## config.mk

```make
export PLATFORM = sky130hd
export DESIGN_NAME = if_queue
export DESIGN_NICKNAME = d
export VERILOG_FILES = /design/src/rtl/if_queue_pkg.sv /design/src/rtl/if_queue_mem.sv /design/src/rtl/if_queue.sv
export SDC_FILE = /design/constraint.sdc
export NUM_CORES = 1
export LEC_CHECK = 0
export CAP_MARGIN = 20
export CORE_ASPECT_RATIO = 2
export CORE_MARGIN = 1
export CORE_UTILIZATION = 55
export DETAILED_ROUTE_END_ITERATION = 10
export PLACE_DENSITY = 0.86
export SLEW_MARGIN = 15
export SYNTH_ARGS = -nofsm -noshare
export SYNTH_HDL_FRONTEND = slang
export SYNTH_SLANG_ARGS = --single-unit
```

## constraint.sdc

```tcl
create_clock -name clk -period 3.54 [get_ports clk]
set_input_delay 0.708 -clock clk [delete_from_list [all_inputs] [get_ports clk]]
set_output_delay 0.708 -clock clk [all_outputs]
set_load 0.01 [all_outputs]
```

## src/rtl/if_queue_pkg.sv

```systemverilog
//------------------------------------------------------------------------------
// if_queue_pkg : shared fetch/decode pipeline definitions for the queue
// Revision     : 1.0
//------------------------------------------------------------------------------
`default_nettype none

package if_queue_pkg;

  localparam int IFQ_XLEN       = 32;
  localparam int IFQ_EXC_CODE_W = 4;

  // addi x0, x0, 0
  localparam logic [31:0] INSTR_NOP = 32'h0000_0013;

  typedef enum logic [IFQ_EXC_CODE_W-1:0] {
    EXC_INSTR_MISALIGN    = 4'd0,
    EXC_INSTR_ACCESS      = 4'd1,
    EXC_ILLEGAL_INSTR     = 4'd2,
    EXC_BREAKPOINT        = 4'd3,
    EXC_LOAD_MISALIGN     = 4'd4,
    EXC_LOAD_ACCESS       = 4'd5,
    EXC_STORE_MISALIGN    = 4'd6,
    EXC_STORE_ACCESS      = 4'd7,
    EXC_ECALL_U           = 4'd8,
    EXC_ECALL_S           = 4'd9,
    EXC_ECALL_M           = 4'd11,
    EXC_INSTR_PAGE_FAULT  = 4'd12,
    EXC_LOAD_PAGE_FAULT   = 4'd13,
    EXC_STORE_PAGE_FAULT  = 4'd15
  } type_exc_code_e;

  typedef struct packed {
    logic [IFQ_XLEN-1:0] pc;
    logic [31:0]         instr;
    logic                exc_req;
    type_exc_code_e      exc_code;
    logic                irq_req;
  } type_ifq_entry_s;

endpackage

`default_nettype wire

```

## src/rtl/if_queue_mem.sv

```systemverilog
//------------------------------------------------------------------------------
// ifq_mem : DEPTH-entry register array, one sync write port, one comb read port
// Revision: 1.0
//------------------------------------------------------------------------------
`default_nettype none

module ifq_mem
  import if_queue_pkg::*;
#(
  parameter int DEPTH = 4,
  parameter int AW    = $clog2(DEPTH)
) (
  input  logic            clk,
  input  logic            we,
  input  logic [AW-1:0]   waddr,
  input  type_ifq_entry_s wdata,
  input  logic [AW-1:0]   raddr,
  output type_ifq_entry_s rdata
);

  // Contents are meaningless until written, so the array carries no reset.
  type_ifq_entry_s mem [DEPTH];

  always_ff @(posedge clk) begin
    if (we) begin
      mem[waddr] <= wdata;
    end
  end

  assign rdata = mem[raddr];

endmodule

`default_nettype wire

```

## src/rtl/if_queue.sv

```systemverilog
//------------------------------------------------------------------------------
// if_queue : fetch-to-decode instruction queue with fence on exc/irq and flush
// Revision : 1.0
//------------------------------------------------------------------------------
`default_nettype none

module if_queue
  import if_queue_pkg::*;
#(
  parameter int DEPTH      = 4,
  parameter int XLEN       = 32,
  parameter int EXC_CODE_W = 4
) (
  input  logic                      clk,
  input  logic                      rst_n,
  input  logic                      flush_i,
  input  logic                      if_valid_i,
  output logic                      if_ready_o,
  input  logic [XLEN-1:0]           if_pc_i,
  input  logic [31:0]               if_instr_i,
  input  logic                      if_exc_req_i,
  input  logic [EXC_CODE_W-1:0]     if_exc_code_i,
  input  logic                      if_irq_req_i,
  output logic                      id_valid_o,
  input  logic                      id_ready_i,
  output logic [XLEN-1:0]           id_pc_o,
  output logic [31:0]               id_instr_o,
  output logic                      id_exc_req_o,
  output logic [EXC_CODE_W-1:0]     id_exc_code_o,
  output logic                      id_irq_req_o,
  output logic [$clog2(DEPTH):0]    count_o
);

  localparam int AW = $clog2(DEPTH);
  localparam int PW = AW + 1;

  logic [PW-1:0]   wr_ptr;
  logic [PW-1:0]   rd_ptr;
  logic [PW-1:0]   count;
  logic            fence;
  logic            empty;
  logic            full;
  logic            push;
  logic            pop;
  type_ifq_entry_s wdata;
  type_ifq_entry_s rdata;

  assign empty = (wr_ptr == rd_ptr);
  assign full  = (wr_ptr[AW-1:0] == rd_ptr[AW-1:0]) && (wr_ptr[AW] != rd_ptr[AW]);

  // Ready is purely registered state so fetch never sees a path from decode.
  assign if_ready_o = ~full & ~fence;
  assign id_valid_o = ~empty & ~flush_i;

  assign push = if_valid_i & if_ready_o & ~flush_i;
  assign pop  = id_valid_o & id_ready_i;

  always_ff @(posedge clk or negedge rst_n) begin
    if (!rst_n) begin
      wr_ptr <= '0;
      rd_ptr <= '0;
      count  <= '0;
      fence  <= 1'b0;
    end else if (flush_i) begin
      wr_ptr <= '0;
      rd_ptr <= '0;
      count  <= '0;
      fence  <= 1'b0;
    end else begin
      if (push) begin
        wr_ptr <= wr_ptr + 1'b1;
      end
      if (pop) begin
        rd_ptr <= rd_ptr + 1'b1;
      end
      count <= count + {{(PW-1){1'b0}}, push} - {{(PW-1){1'b0}}, pop};
      // A trapping entry must be the last one decode sees until the redirect.
      if (push && (if_exc_req_i || if_irq_req_i)) begin
        fence <= 1'b1;
      end
    end
  end

  always_comb begin
    wdata          = '0;
    wdata.pc       = if_pc_i;
    wdata.instr    = if_instr_i;
    wdata.exc_req  = if_exc_req_i;
    wdata.exc_code = type_exc_code_e'(if_exc_code_i);
    wdata.irq_req  = if_irq_req_i;
  end

  ifq_mem #(
    .DEPTH (DEPTH),
    .AW    (AW)
  ) u_mem (
    .clk   (clk),
    .we    (push),
    .waddr (wr_ptr[AW-1:0]),
    .wdata (wdata),
    .raddr (rd_ptr[AW-1:0]),
    .rdata (rdata)
  );

  assign id_pc_o       = empty ? '0        : rdata.pc;
  assign id_instr_o    = empty ? INSTR_NOP : rdata.instr;
  assign id_exc_req_o  = empty ? 1'b0      : rdata.exc_req;
  assign id_exc_code_o = empty ? '0        : rdata.exc_code;
  assign id_irq_req_o  = empty ? 1'b0      : rdata.irq_req;
  assign count_o       = count;

  a_no_push_full: assert property (@(posedge clk) disable iff (!rst_n) !(push && full));
  a_no_pop_empty: assert property (@(posedge clk) disable iff (!rst_n) !(pop && empty));
  a_count_ptrs:   assert property (@(posedge clk) disable iff (!rst_n)
                                   count == PW'(wr_ptr - rd_ptr));

endmodule

`default_nettype wire

```

Yosys cells after proc, flatten, opt, wreduce, memory -nomap -nowiden
Memories as Yosys holds them, arrays and structs flattened.
Index checks and enable logic that the tools add are counted.
Storage, ports and cells
  word-level logic and storage cells: 41
  latch bits: 0
  register bits after elaboration: 10
  RAM bits: 280
  output and inout port bits: 75
  bits of input ports: 75
  memories kept: 1
  ROM bits: 0
Memories
  u_mem.mem: words 4, bits a word 70, rd ports 1, clocked after Yosys merged registers in 0, write ports 1, line if_queue_mem.sv:22  | type_ifq_entry_s mem [DEPTH];
Operators by class
  bitwise operators: 9
  shift operators: 0
  mux-type cells: 14
  multiply operators: 0
  reduce and logical (&&, ||, !) cells: 6
  $lt $le $gt $ge: 0
  add/subtract/negate cells: 4
  divide/modulo/power cells: 0
  eq/ne operators: 3
Operators by type and width (number)
  $mux W32: 2
  $mux W3: 5
  $add A3 B1 Y3 const B: 2
  $mux W1: 6
  $reduce_bool A2 Y1: 3
  $and A1 B1 Y1: 5
  $mux W4: 1
  $not A1 Y1: 4
  $add A3 B1 Y3: 1
  $eq A3 B3 Y1: 1
  $sub A3 B1 Y3: 1
  $eq A2 B2 Y1: 1
  $logic_and A1 B1 Y1: 2
  $logic_or A1 B1 Y1: 1
  $ne A1 B1 Y1: 1

Longest topological paths before layout
  depth in word-level cells: 9
  mapped depth: 12
  mapped depth without buffers: 10

Hierarchy
From an unflattened synthesis, not the netlist that was laid out.
Unflattened totals
  cell total of the unflattened synthesis: 512
  area total of the unflattened synthesis: 11417.2 um^2
Modules (own cells, without submodules)
  ifq_mem: seq. area each 8408.1 um^2, area an instance 10206.0 um^2, times used 1, cells an instance 370
  if_queue: seq. area each 250.2 um^2, area an instance 1211.2 um^2, times used 1, cells an instance 142

Worst setup path after synthesis
OpenSTA, ideal clock, no wires.
  path kind: input port to flip-flop
  start point: input port flush_i
  end point: memory u_mem.mem[0][0] (netlist name) (enable)
  stages: 3
  arrival time: 2840 ps
  path slack: 264 ps
  required time: 3104 ps
  cells stage by stage: clkbuf_1 > clkbuf_1 > and3b_1
On the way
  cells in the longest elaborated chain, start to end: 4
Ends and longest elaborated chain
  start: declaration: line if_queue.sv:16  | input logic flush_i,
  $not A1 Y1: line if_queue.sv:55  | assign push = if_valid_i & if_ready_o & ~flush_i;
  $and A1 B1 Y1: line if_queue.sv:55
  $mux W1: line if_queue_mem.sv:25  | if (we) begin
  $mux W1 (implied by the code): line if_queue_mem.sv:26  | mem[waddr] <= wdata;
  end: declaration: line if_queue_mem.sv:22
Every way passes these cells.

Worst setup path in the final report
  start point: register rd_ptr[1]
  end point: output port id_instr_o[15]
On the way
  cells in the longest elaborated chain, start to end: 2
Ends and longest elaborated chain
  start: declaration: line if_queue.sv:38  | logic [PW-1:0] rd_ptr;
  start signal: assignment: line if_queue.sv:74  | rd_ptr <= rd_ptr + 1'b1;
  $mem_v2 Z4 W70 or $eq A3 B3 Y1 (tied branches)
  $mux W32 (*): line if_queue.sv:106  | assign id_instr_o = empty ? INSTR_NOP : rdata.instr;
  end: declaration: line if_queue.sv:27  | output logic [31:0] id_instr_o,
Every way passes the cells marked *; elsewhere a longest branch is shown, timed or not.

==> flow_summary.ini <==
[status]
status = completed

[floorplanning]
die_x_um = 103.8
rows = 74
pin_count = 150
initial_utilization_pct = 56.01
core_area_mm2 = 0.02037
die_y_um = 205.7
die-area_mm2 = 0.02136

[cells_and_area]
fin_cells = 968
fillers = 1291
nets = 768
final_common_cell = edfxtp_1
drive_gt1_share_pct = 17.55
layout_common_cells = edfxtp_1, clkdlybuf4s50_1, and2_1
syn_to_final_growth_pct = 22.65

[critical_path]
crit_family = buffers and inverters
end_kind = primary output
worstPathCellList = xnor2_4 > nand3_2 > buf_4 > and2_1 > clkdlybuf4s50_1
slowest_stage = dfrtp_4
crit_type = reg2out
max_stage_delay_ps = 670
reg2reg_depth = 11
startpoint_type = register
crit_buf_inv = 2
crit_cells = 5
crit_fanout = 32
cp.arrival_ps = 2710
required_ps = 2830

[clocking]
clk_path_buf_depth = 3
clkSinkCount = 290
cts_resized = 0
clk_pin_slew_ps = 70
ctsHoldBuffers = 0
cts_made_buffers = 23
cts_setup_buffers = 0
clk_latency_ps = 510
clockRootBuffer = clkbuf_16
cts_tree = done
cts-htree-levels = 1

[sta]
setup_viol = 0
slew_headroom_pct = 65.35
tightest_slew_ps = 515.8
drv_slew = 0
fin_crit_sh_pct = 96.53
finClkSkew_ps = 19.62
rsz0062_at_grt = false
clock.fmax_mhz = 292.7
period_needed_ps = 3417
setup_tns_ps = 0
finalHoldViolCount = 0

[synth]
synth-edff-count = 280
yosysWarnings = 0
synth_area_per_cell_um2 = 21.94
synth_area_mm2 = 0.01141
ys_seq_elements = 290
ys_async_sr_fraction_pct = 3.448
yosysSeqAreaShare_pct = 75.89
synth_ff_type = edfxtp_1
ys_types = 39
syn_inst = 520
synth_nets = 603

[placement]
dp.cells = 926
gp_congestion = 0.7663
hpwlAfterDp_mm = 13.70
io_buffers = 149

[drt]
via_count = 5511
post_drt_wl_per_cell_um = 22.63
via_per_inst = 5.693
first_iter_violations = 314
routed_wl_mm = 21.91
drtPass1Iterations = 5
drtAntennaViolNets = 0
drc_errors = 0

[grt]
grt-ovfl-total = 0
grt_pass1_wl_mm = 33.23
grt_antenna_before_repair = 1
grt_usage_pct = 20.77
grt_max_degree = 71
grt_pass1_vias = 5959

[worst_hold_path]
hp-class = in2async

[pwr]
irDropWorstVdd_uv = 431.4
p_leak_nw = 4.516
power_density_mw_per_mm2 = 577.3
p_total_w = 0.008078

[job]
maxCapViolations = 0
power by group:
part | switching (W) | internal [W]
clock network | 0.00110 | 0.00135
logic | 0.000753 | 0.000954
registers | 0.0000513 | 0.00387
per-layer routing:
metal | GRT usage (%) | share of wire (%)
met1 | 25.10 | 37
met2 | 38.21 | 56
met3 | 2.914 | 5.2
met4 | 6.939 | 2.1
met5 | 0 | 0
cell type report:
| type | count | area, um^2 | area share, % |
|---|---|---|---|
| flip-flops and latches | 290 | 8666 | 61.93 |
| multi-input cells | 199 | 2571 | 18.38 |
| repair buffers | 165 | 1687 | 12.05 |
| clock buffers | 29 | 598.1 | 4.274 |
| well taps | 266 | 332.8 | 2.379 |
| clock inverters | 12 | 112.6 | 0.8048 |
| inverters | 6 | 22.52 | 0.1610 |
| diodes | 1 | 2.502 | 0.01788 |
cell families after synthesis:
kind of cell / synth area share (%)
mux: 14.69
fa+ha+maj: 0.9432
simple gates: 5.297
buf+inv: 1.667
flops: 75.89
xor+xnor: 0.9105
compound gates: 0.6031
synthesized netlist by cell type, types with 3 or more instances:
cell type	n	share of area, %
a31oi_1	3	0.16
and2_1	67	3.7
and4_1	3	0.23
buf_2	7	0.31
buf_6	8	0.79
clkbuf_1	7	0.23
dfrtp_1	10	2.2
edfxtp_1	280	74
ha_1	7	0.77
inv_1	6	0.20
mux2_2	3	0.30
mux4_1	12	2.8
mux4_2	58	11
nand2b_1	6	0.33
nor2_1	8	0.26
nor2b_1	3	0.16
nor3_1	3	0.13
or2_2	3	0.16
xor2_1	3	0.23
registers in the layout (all words and copies together), names as in the netlist:
name and count:
count_o 3, rd_ptr 3, u_mem.mem 280, wr_ptr 3, fence 1
through the flow:
stage          hold WS, ps  utilization, %  area (um^2)  setup WS [ps]
2_1_floorplan        412.4               -        11410          263.6
3_3_place_gp         530.5           65.19        13280          702.4
3_5_place_dp         587.7           65.19        13280          659.5
4_1_cts              519.7           68.68        13990          108.9
5_1_grt              551.9           68.69        13990          51.01
6_report             513.7           68.69        13990          123.0
worst paths after layout:
kind                       slack, ps              to  startpoint
setup / recovery                 120  id_instr_o[15]   rd_ptr[1]
hold / removal                   510           fence       rst_n
setup reg to reg                 830      count_o[2]   rd_ptr[0]
hold reg to reg                  620           fence       fence
max in group asynchronous       2690       rd_ptr[0]       rst_n
min in group clk                 620           fence       fence
Note: power is estimated with default switching activity, not from simulation.
==> variant 1: new RTL, config.mk and constraints unchanged <==
`DEPTH` is set to 4 in 2 places; all go to 2.
--- a/src/rtl/if_queue_mem.sv
+++ b/src/rtl/if_queue_mem.sv
@@ -9,3 +9,3 @@
 #(
-  parameter int DEPTH = 4,
+  parameter int DEPTH = 2,
   parameter int AW    = $clog2(DEPTH)
--- a/src/rtl/if_queue.sv
+++ b/src/rtl/if_queue.sv
@@ -9,3 +9,3 @@
 #(
-  parameter int DEPTH      = 4,
+  parameter int DEPTH      = 2,
   parameter int XLEN       = 32,
Interface: changed (resized count_o); port bits go from 150 to 149. No check against the original RTL was run, so the function may have changed too.
==> variant 1 against the unedited design <==
  * Design area shrank 43%
  * Non-clock buffer count decreased by 9
  * Synthesized cell count is 33% lower
  * Highest routed layer unchanged
  * Clock skew fell by 14 ps
  * Routed wire length decreased by 42%
  * Worst hold slack better by 56 ps
  * Setup slack improved by 37 ps
  * Sequential cell count shrank 143
  * Global-route usage up 4.5 points
  * Count of clock-buffer cells in the layout shrank 11
  * Power fell by 31%
  * Synthesized area shrank 50%
  * Clock power decreased by 31%
==> variant 1: results (changes against the unedited design) <==
h-tree-depth: 4  # was 1
synth.yosys.warnings: 0  # unchanged
place_area_um2: 7420  # was 13300 um^2
synth.distinct_cells: 28  # was 39
reported_leakage_power_nw: 2.69  # was 4.52 nW
synth_top_cell_area_share_pct: 73.3  # was 73.7%
critPathArrivalTime_ps: 2670  # was 2710 ps
fin_nets: 581  # was 768
first_pass_iters: 4  # was 5
ys_top_cells_by_count: "sky130_fd_sc_hd__edfxtp_1 (140), sky130_fd_sc_hd__nor2_1 (74), sky130_fd_sc_hd__mux2i_1 (71), sky130_fd_sc_hd__buf_2 (15), sky130_fd_sc_hd__dfrtp_1 (7)"  # was sky130_fd_sc_hd__edfxtp_1 (280), sky130_fd_sc_hd__and2_1 (67), sky130_fd_sc_hd__mux4_2 (58), sky130_fd_sc_hd__mux4_1 (12), sky130_fd_sc_hd__dfrtp_1 (10)
finalClockSkew_ps: 5.52  # was 19.6 ps
via_count_of_the_first_global_routing_pass: 3750  # was 5959
cts_max_path_buffers: 2  # was 3
worst_setup_timing_slack_at_the_placement_stage_ps: 244  # was 659 ps
clk-insertion-delay-late_ps: 400  # was 510 ps
worst_slew_pin_slew_ps: 911  # was 516 ps
antenna_found_initial: 1  # unchanged
post-cts-setup-buffers: 0  # unchanged
largest_register_ff_count: 140  # was 280
vias_per_cell: 5.26  # was 5.69
tritoncts.num_buffers: 17  # was 23
route.detailed.wl_per_inst_um: 19.5  # was 22.6 um
mappedNetlistNets: 423  # was 603
worst-r2r-cell-count: 8  # was 11
fillCellCount: 592  # was 1291
asyncSetResetFlopFracSynth_pct: 4.76  # was 3.45%
fin_cells: 652  # was 968
synthTopCellsByArea: "sky130_fd_sc_hd__edfxtp_1 (73%), sky130_fd_sc_hd__mux2i_1 (12%), sky130_fd_sc_hd__nor2_1 (4.8%), sky130_fd_sc_hd__dfrtp_1 (3.1%), sky130_fd_sc_hd__buf_2 (1.3%)"  # was sky130_fd_sc_hd__edfxtp_1 (74%), sky130_fd_sc_hd__mux4_2 (11%), sky130_fd_sc_hd__and2_1 (3.7%), sky130_fd_sc_hd__mux4_1 (2.8%), sky130_fd_sc_hd__dfrtp_1 (2.2%)
type_of_the_worst_min_delay_path: "reg -> reg"  # was in -> async
hold_path_cells: 2
gpl.final_weighted_congestion: 0.777  # was 0.766
vdd_ir_drop_max_mv: 0.614  # was 0.431 mV
outcome: "completed"  # unchanged
grt_start_max_net_pins: 71  # unchanged
cp_max_fo: 49  # was 32
grt_pass1_wl_mm: 19.2  # was 33.2 mm
syn-instance-count: 346  # was 520
cts_root_buf: "sky130_fd_sc_hd__clkbuf_16"  # unchanged
cts.clk_slew.worst_paths_ps: 60
port_buffers: 148  # was 149
layout-drive-gt1-share_pct: 9.30  # was 17.5%
largest_register: "u_mem.mem"  # unchanged
yosysSeqAreaShare_pct: 76.4  # was 75.9%
placed_cells_incl_taps: 619  # was 926
globalRouteTotalUtil_pct: 25.2  # was 20.8%
initialDrtViolationCount: 197  # was 314
number_of_pins_exceeding_their_max_slew_limit_in_the_final_report: 0  # unchanged
synth_edf_count: 140  # was 280
dp_hpwl_mm: 8.57  # was 13.7 mm
==> variant 1: per-layer routing <==
layer	up-vias	part of all wire, %	global-route usage, %
met5	-	0	0
met4	0	4.0	13.7
met3	28	4.1	6.76
met2	117	60	46.8
met1	1681	32	23.4
li1	1603	-	-
==> variant 1: path summary, 6_finish.rpt <==
path / from / endpoint / slack, ps
worst min register to register: fence$_DFFE_PN0P_ / fence$_DFFE_PN0P_ / 570
worst max register to register: rd_ptr[1]$_DFFE_PN0P_ / count_o[1]$_DFF_PN0_ / 1000
worst max-delay path: rd_ptr[0]$_DFFE_PN0P_ / id_pc_o[21] / 160
worst min-delay path: fence$_DFFE_PN0P_ / fence$_DFFE_PN0P_ / 570
min in group asynchronous: rst_n / count_o[1]$_DFF_PN0_ / 580
max in group asynchronous: rst_n / rd_ptr[0]$_DFFE_PN0P_ / 2660
==> variant 1: logic make-up after synthesis <==
kind of cell	Yosys count	synth area share [%]
simple gates	88	6.39
buf+inv	21	1.96
xor+xnor	5	1.03
flops	147	76.4
fa+ha+maj	2	0.436
mux	73	12.8
compound gates	10	1.00
==> variant 1: final cells by class <==
type	count	area, um^2	share of cell area (%)
diodes	1	2.50	0.0313
clock buffers	18	429	5.36
clock inverters	13	138	1.72
inverters	3	11.3	0.141
multi-input cells	179	1310	16.4
flip-flops and latches	147	4380	54.8
well taps	135	169	2.11
repair buffers	156	1560	19.5
==> variant 1: repair_timing <==
item / CTS / global route
gates cloned: 1 / 0
endpoints found under the hold margin: 0 / 0
gates resized for setup: 1 / 2
pin swaps: 1 / 1
endpoints found under the setup margin: 49 / 7
==> variant 1: through the flow <==
| step | hold WS, ps | power (mW) | utilization (%) |
|---|---|---|---|
| floorplan | 412 | 3.02 | - |
| global placement | 537 | 3.85 | 73.1 |
| detailed placement | 562 | 3.90 | 73.1 |
| CTS | 571 | 5.60 | 78.8 |
| global route | 584 | 5.77 | 78.8 |
| finish | 570 | 5.56 | 78.8 |
==> variant 1: power by group <==
part	internal (mW)	switching [mW]
clock	1.03	0.649
sequential	2.03	0.0447
combinational	0.903	0.900
==> variant 1: worst max-delay path: stages (launching register included) <==
cell and delay, ps:
sky130_fd_sc_hd__dfrtp_4 440, sky130_fd_sc_hd__buf_4 390, sky130_fd_sc_hd__buf_8 450, sky130_fd_sc_hd__mux2i_1 360, sky130_fd_sc_hd__nor2_1 70, sky130_fd_sc_hd__clkdlybuf4s50_1 490
==> variant 2: new RTL, config.mk and constraints unchanged <==
Without the edit above. Put a register stage on the output `id_irq_req_o`, cleared by the reset. The value now appears one clock later. The other outputs are not delayed to match.
--- a/src/rtl/if_queue.sv
+++ b/src/rtl/if_queue.sv
@@ -108,3 +108,9 @@
   assign id_exc_code_o = empty ? '0        : rdata.exc_code;
-  assign id_irq_req_o  = empty ? 1'b0      : rdata.irq_req;
+  always_ff @(posedge clk or negedge rst_n) begin
+    if (!rst_n) begin
+      id_irq_req_o <= '0;
+    end else begin
+      id_irq_req_o <= empty ? 1'b0      : rdata.irq_req;
+    end
+  end
   assign count_o       = count;
Function: changed (Yosys sat finds a counterexample within 4 cycles, from zero or initial values and one cycle with rst_n low).
==> variant 2 against the unedited design <==
  * Sequential cell count is 1 higher
  * Global-route usage is 1.4 points higher
  * Design area is 1.2% higher
  * Critical path depth is 1 lower
  * Synthesized area is 0.22% higher
  * Setup slack better by 19 ps
  * Maximum frequency is 0.56% higher
  * Power is 3.5% higher
  * Worst hold slack better by 26 ps
  * Clock power is 9.8% higher
  * Routed wire length is 5.4% higher
  * Critical endpoint is now id_exc_code_o[0]
  * Largest power group unchanged
==> variant 2: results (changes against the unedited design) <==
globalRouteTotalUtil_pct: 22.2  # was 20.8%
reg2reg_setup_slack_ps: 870  # was 830 ps
vdd_ir_drop_max_mv: 0.445  # was 0.431 mV
clock_sinks: 291  # was 290
multi_input_area_share_pct: 18.2  # was 18.4%
route.detailed.wl_per_inst_um: 23.6  # was 22.6 um
drt_wl_total_mm: 23.1  # was 21.9 mm
placed_cells_incl_taps: 929  # was 926
route.met3.wl_mm: 1.12  # was 1.14 mm
finalClockSkew_ps: 17.8  # was 19.6 ps
initialDrtViolationCount: 360  # was 314
syn-instance-count: 521  # was 520
final-clk-cell-share_pct: 5.73  # was 5.08%
reported_leakage_power_nw: 4.60  # was 4.52 nW
non_clock_buffer_count: 168  # was 165
max-slew-margin-rel_pct: 61.6  # was 65.4%
mappedNetlistNets: 604  # was 603
grt_use_met2_pct: 40.0  # was 38.2%
via_count_of_the_first_global_routing_pass: 6104  # was 5959
routedLengthMet1_mm: 8.14  # was 8.04 mm
tritoncts.num_buffers: 25  # was 23
gpl.final_weighted_congestion: 0.782  # was 0.766
fin_nets: 774  # was 768
critPathLaunch: "rd_ptr[0]$_DFFE_PN0P_"  # was rd_ptr[1]$_DFFE_PN0P_
asyncSetResetFlopFracSynth_pct: 3.78  # was 3.45%
yosysSeqAreaShare_pct: 75.9  # about the same
finalWorstPathRequiredPeriod_ps: 3400  # was 3420 ps
ys_top_cells_by_count: "sky130_fd_sc_hd__edfxtp_1 (280), sky130_fd_sc_hd__and2_1 (67), sky130_fd_sc_hd__mux4_2 (58), sky130_fd_sc_hd__mux4_1 (12), sky130_fd_sc_hd__dfrtp_1 (11)"  # was sky130_fd_sc_hd__edfxtp_1 (280), sky130_fd_sc_hd__and2_1 (67), sky130_fd_sc_hd__mux4_2 (58), sky130_fd_sc_hd__mux4_1 (12), sky130_fd_sc_hd__dfrtp_1 (10)
outcome: "completed"  # unchanged
critPathArrivalTime_ps: 2690  # was 2710 ps
clkbuf_count: 32  # was 29
layout-drive-gt1-share_pct: 19.0  # was 17.5%
antenna-diode-count: 3  # was 1
area_share_nonclk_buffers_pct: 12.1  # about the same
variant 2: cell types whose count changed after synthesis:
cell / change
sky130_fd_sc_hd__dfrtp_1: +1
variant 2: power breakdown:
| group | switching, mW | internal [mW] | leakage (nW) | total [mW] |
|---|---|---|---|---|
| registers | 0.0723 | 3.88 | 2.68 | 3.95 |
| clock network | 1.18 | 1.51 | 0.398 | 2.69 |
| logic | 0.748 | 0.971 | 1.52 | 1.72 |
variant 2: kinds of logic after synthesis:
logic type      after synthesis  synth area share [%]
compound gates                9                 0.602
xor+xnor                      8                 0.908
fa+ha+maj                     8                 0.941
buf+inv                      31                  1.66
flops                       291                  75.9
mux                          75                  14.7
simple gates                 99                  5.29
variant 2: metrics by stage:
stage	utilization [%]	hold slack [ps]	power (mW)	area, um^2
3_5_place_dp	65.4	555	5.74	13300
2_1_floorplan	-	412	4.92	11400
3_3_place_gp	65.4	549	5.69	13300
4_1_cts	69.4	535	8.44	14100
6_report	69.5	540	8.36	14200
5_1_grt	69.5	562	8.66	14200
